$ cat src/rtl/dmem_arbiter.sv
// rtl/dmem_arbiter.sv - core/DMA round-robin arbiter for the single-port data RAM
// Optional DMA burst lock is compiled in with `define DMEM_ARB_BURST_LOCK_EN.
module dmem_arbiter #(
    parameter int AW       = 32,
    parameter int DW       = 32,
    parameter int MAX_LOCK = 8
) (
    input  logic          clk,
    input  logic          reset,
    input  logic          c_req,
    input  logic          c_we,
    input  logic [AW-1:0] c_addr,
    input  logic [DW-1:0] c_wdata,
    output logic          c_gnt,
    output logic          c_stall,
    output logic          c_rvalid,
    output logic [DW-1:0] c_rdata,
    input  logic          d_req,
    input  logic          d_we,
    input  logic [AW-1:0] d_addr,
    input  logic [DW-1:0] d_wdata,
    input  logic          d_lock,
    output logic          d_gnt,
    output logic          d_rvalid,
    output logic [DW-1:0] d_rdata,
    output logic          mem_en,
    output logic          mem_we,
    output logic [AW-3:0] mem_addr,
    output logic [DW-1:0] mem_wdata,
    input  logic [DW-1:0] mem_rdata
);

    typedef enum logic [1:0] {
        RSP_NONE = 2'd0,
        RSP_CORE = 2'd1,
        RSP_DMA  = 2'd2
    } rsp_t;

    rsp_t rsp, rsp_nxt;
    logic last;      // 0: core took the last accept, 1: DMA did
    logic dma_pri;   // DMA holds priority through a burst lock

`ifdef DMEM_ARB_BURST_LOCK_EN
    localparam int CW = $clog2(MAX_LOCK + 1);
    localparam logic [CW-1:0] LOCK_MAX = CW'(MAX_LOCK);

    logic [CW-1:0] lock_cnt;

    // Priority only while a lock started by an earlier DMA accept is still live.
    assign dma_pri = d_req & d_lock & (lock_cnt != '0) & (lock_cnt < LOCK_MAX);

    always_ff @(posedge clk or posedge reset) begin
        if (reset) begin
            lock_cnt <= '0;
        end else if (c_gnt || !d_lock) begin
            lock_cnt <= '0;
        end else if (d_gnt) begin
            // A DMA accept after exhaustion starts a fresh lock window.
            lock_cnt <= (lock_cnt >= LOCK_MAX) ? CW'(1) : lock_cnt + CW'(1);
        end
    end

    logic [3:0] unused_addr;
    assign unused_addr = {c_addr[1:0], d_addr[1:0]};
`else
    assign dma_pri = 1'b0;

    logic [4:0] unused_cfg;
    assign unused_cfg = {c_addr[1:0], d_addr[1:0], d_lock ^ (MAX_LOCK == 0)};
`endif

    assign c_gnt   = c_req & (~d_req | (last & ~dma_pri));
    assign d_gnt   = d_req & ~c_gnt;
    assign c_stall = c_req & ~c_gnt;

    always_comb begin
        mem_en    = 1'b0;
        mem_we    = 1'b0;
        mem_addr  = '0;
        mem_wdata = '0;
        if (c_gnt) begin
            mem_en    = 1'b1;
            mem_we    = c_we;
            mem_addr  = c_addr[AW-1:2];
            mem_wdata = c_wdata;
        end else if (d_gnt) begin
            mem_en    = 1'b1;
            mem_we    = d_we;
            mem_addr  = d_addr[AW-1:2];
            mem_wdata = d_wdata;
        end
    end

    always_ff @(posedge clk or posedge reset) begin
        if (reset) begin
            last <= 1'b1;
        end else if (c_gnt) begin
            last <= 1'b0;
        end else if (d_gnt) begin
            last <= 1'b1;
        end
    end

    always_ff @(posedge clk or posedge reset) begin
        if (reset) begin
            rsp <= RSP_NONE;
        end else begin
            rsp <= rsp_nxt;
        end
    end

    always_comb begin
        rsp_nxt = RSP_NONE;
        if (c_gnt && !c_we) begin
            rsp_nxt = RSP_CORE;
        end else if (d_gnt && !d_we) begin
            rsp_nxt = RSP_DMA;
        end
    end

    assign c_rvalid = (rsp == RSP_CORE);
    assign d_rvalid = (rsp == RSP_DMA);
    assign c_rdata  = c_rvalid ? mem_rdata : '0;
    assign d_rdata  = d_rvalid ? mem_rdata : '0;

endmodule
$ cat config.mk
export PLATFORM = sky130hd
export DESIGN_NAME = dmem_arbiter
export DESIGN_NICKNAME = d
export VERILOG_FILES = /design/src/rtl/dmem_arbiter.sv
export SDC_FILE = /design/constraint.sdc
export NUM_CORES = 1
export LEC_CHECK = 0
export CORE_AREA = 2 2 116 118
export DETAILED_ROUTE_END_ITERATION = 10
export DIE_AREA = 0 0 118 120
export DONT_BUFFER_PORTS = 1
export MAX_ROUTING_LAYER = met4
export PLACE_DENSITY = 0.3
export SETUP_SLACK_MARGIN = 0.1
export SYNTH_ARGS = -nofsm -noshare
export SYNTH_HDL_FRONTEND = slang
export SYNTH_SLANG_ARGS = --single-unit
$ cat constraint.sdc
create_clock -name clk -period 1.8 [get_ports clk]
set_input_delay 0.54 -clock clk [delete_from_list [all_inputs] [get_ports clk]]
set_output_delay 0.54 -clock clk [all_outputs]
set_load 0.05 [all_outputs]
==> qor.csv <==
stage,metric,value,unit
hold_path,class of the worst hold path,input pin to asynchronous set/reset pin,
sta,Fin. Hold Viols,0,
cells_and_area,most frequent cells in the layout,"80 x buf_12, 65 x and2_4, 63 x a32o_2",
logic_synthesis,Post-Syn Area,1410,sq um
route,starting DRC count in detailed routing,48,
route,drt first pass iters,4,
setup_path,CP startpoint kind,flip-flop,
power_and_ir_drop,leakage,1.68,nW
placed_design,dpl cells,401,
setup_path,FF-to-FF End,rsp[0],
logic_synthesis,Syn. warnings,0,
sta,slew margin rel.,84.2,%
logic_synthesis,largest cells by area after synthesis,"a32o_1 45%, and2_1 29%, buf_12 7.1%, dfrtp_1 3.6%, buf_2 2.8%",
sta,Max Slew Vio Count,0,
route,wire length per cell,20.0,um
power_and_ir_drop,VDD IR-drop max,0.195,mV
clock_network,CTS tree,yes,
logic_synthesis,compound-gate portion of the synthesized area,46.0,%
clock_network,Sink Count,3,
sta,skew final,0.00312,ns
placed_design,number of port buffers,0,
global_route,vias in the first global route,1996,
cells_and_area,Final Instance Count excl. Fillers,418,
route,routed vias/inst,4.60,
route,Routed Antenna Nets,0,
placed_design,hpwl dp,5940,um
logic_synthesis,"Avg Cell Area, Syn",8.27,sq um
die,core area,13000,sq um
route,Residual DRC,0,
cells_and_area,"commonest non-fill, non-tap cell in the layout",buf_12,
global_route,GRT Residual Overflow,0,
die,Ports,300,
sta,minimum clock period,2.10,ns
placed_design,gpl congestion,0.756,
placed_design,dpl cell area,3200,sq um
clock_network,Clock Tree Root,clkbuf_16,
clock_network,number of CTS-inserted buffers,3,
sta,Slew @ Worst Pin,0.237,ns
sta,RSZ-0062 raised after global routing,true,
setup_path,crit path capture type,output pin,
setup_path,WP data arrival,1.56,ns
sta,Final setup viols,99,
cells_and_area,layout cells sized above 1,96.3,%
logic_synthesis,post-synthesis mux area share,0,%
global_route,initial antenna violation count,0,
logic_synthesis,xor/xnor cell area share of the yosys netlist,0,%
die,Die Y,120,um
logic_synthesis,Syn Inst Count,170,
logic_synthesis,area share of fa/ha/maj cells after synthesis,0,%
clock_network,Post-CTS Hold Fix Bufs,0,
power_and_ir_drop,P per Cell Area,701,nW/um^2
setup_path,Crit Path Category,flip-flop to output pin,
setup_path,R2R Path Start,last,
clock_network,CTS HTree Levels,1,
logic_synthesis,count of unique library cells instantiated by Yosys,17,
route,final WL,8350,um
global_route,all-layer global routing usage,10.1,%
clock_network,Worst-path clk slew,0.03,ns
logic_synthesis,largest family of logic cells by synthesized area,compound AO/OA/AOI/OAI gates,
logic_synthesis,top-area cell type share of the netlist area,44.8,%
logic_synthesis,Synth Register Bits,3,
cells_and_area,synth-to-layout area growth,157,%
setup_path,CP endpoint,mem_addr[18],
sta,final period utilization,117,%
die,standard-cell rows,42,
global_route,largest net degree at the start of global routing,69,
cells_and_area,FILL cells,1319,
die,initial core utilization,10.8,%
job,# Max-Cap Violations,0,
sta,fmax,476,MHz
clock_network,"Clk Latency, worst-skew pair",0.22,ns
power_and_ir_drop,total power,2.53,mW
logic_synthesis,simple-gate share of the synthesized area,32.7,%
setup_path,Worst EP required,1.26,ns
setup_path,r2r worst-path depth,5,
cells_and_area,diodes inserted,0,
logic_synthesis,biggest area consumer among synthesized cells,a32o_1,
clock_network,Clock Tree Buf Depth,2,
run_status,failing checks,setup timing,
cells_and_area,final instance area,3610,sq um
logic_synthesis,register area share after synthesis,5.43,%
setup_path,Worst Setup SP,last,
setup_path,CP max FO,28,
die,area of the die,14200,sq um
logic_synthesis,Post-Synthesis Net Count,337,
run_status,outcome,"complete, but fails checks",
die,chip width,118,um
sta,Final WS setup,-0.299,ns
setup_path,"setup slack, reg-to-reg",0.43,ns
cells_and_area,final net count,410,
route,via count,1921,
global_route,first-pass GRT wire length,11100,um
==> layer usage <==
metal / vias to the layer above / routed length, um / track usage (%)
met3: 8 / 756 / 2.80
li1: 822 / - / -
met2: 167 / 4660 / 19.3
met5: - / 0 / -
met1: 924 / 2800 / 10.2
met4: 0 / 125 / 2.56
==> logic make-up after synthesis <==
| family | Yosys count |
|---|---|
| AOI/OAI and AO/OA | 65 |
| and+or+nand+nor | 73 |
| DFF | 3 |
| buffers and inverters | 29 |
==> how the worst min path moves through the flow <==
stage / startpoint / endpoint / cells past startpoint
3_3_place_gp: reset / rsp[1] / 1
4_1_cts: reset / rsp[1] / 1
5_1_grt: reset / rsp[1] / 1
6_report: reset / rsp[1] / 1
2_1_floorplan: reset / rsp[0] / 1
3_5_place_dp: reset / rsp[1] / 1
==> worst max-delay path, cell delays in order (launching register included) <==
cell and delay, ns:
dfstp_2 0.53, buf_6 0.11, a21boi_4 0.07, clkbuf_16 0.20, a32o_2 0.25, buf_12 0.15
==> where the power goes <==
group	leakage (nW)	switching (mW)	internal (mW)
Clock	0.0382	0.0653	0.293
Sequential	0.0369	0.00548	0.0766
Combinational	1.61	1.14	0.957
Total	1.68	1.21	1.33
==> cell type report <==
cell class                      instances  area, sq um  area share (%)
Multi-Input combinational cell        138         1380            38.2
Sequential cell                         3         76.3            2.11
Timing Repair Buffer                   95         1850            51.2
Inverter                                2         7.51           0.208
Tap cell                              176          220            6.09
Clock buffer                            4         78.8            2.18
==> flip-flops by register name, indices dropped and copies added (netlist names) <==
register	cells
last	1
rsp	2
==> per-stage QoR <==
step / TNS [ns] / hold slack [ns] / utilization [%] / setup slack [ns]
final: -19.02 / 0.0845 / 27.8 / -0.299
after floorplan: -2.60 / 0.293 / - / -0.0450
after global routing: -24.61 / 0.0879 / 27.8 / -0.341
after detailed placement: -5.33 / 0.332 / 24.7 / -0.121
after global placement: -4.80 / 0.325 / 24.7 / -0.116
after CTS: -20.67 / 0.0913 / 27.4 / -0.330
==> synth_stat cells <==
| master | count |
|---|---|
| and2_1 | 65 |
| a32o_1 | 63 |
| clkbuf_1 | 10 |
| buf_2 | 8 |
| buf_12 | 5 |
| nor2b_1 | 3 |
| buf_4 | 2 |
| buf_6 | 2 |
| dfrtp_1 | 2 |
| inv_1 | 2 |
| nor2_1 | 2 |
| a21boi_2 | 1 |
| a21oi_1 | 1 |
| dfstp_2 | 1 |
| nand2b_4 | 1 |
| nor3b_1 | 1 |
| or2_1 | 1 |
==> what timing repair did <==
action                                 CTS  global route
cloned                                   4             3
pin swaps                               14            21
endpoints found under the hold margin    0             0
buffers inserted                         8             0
resized for setup                       57             2
setup endpoints to repair              131           131
(Power assumes the default switching activity.)
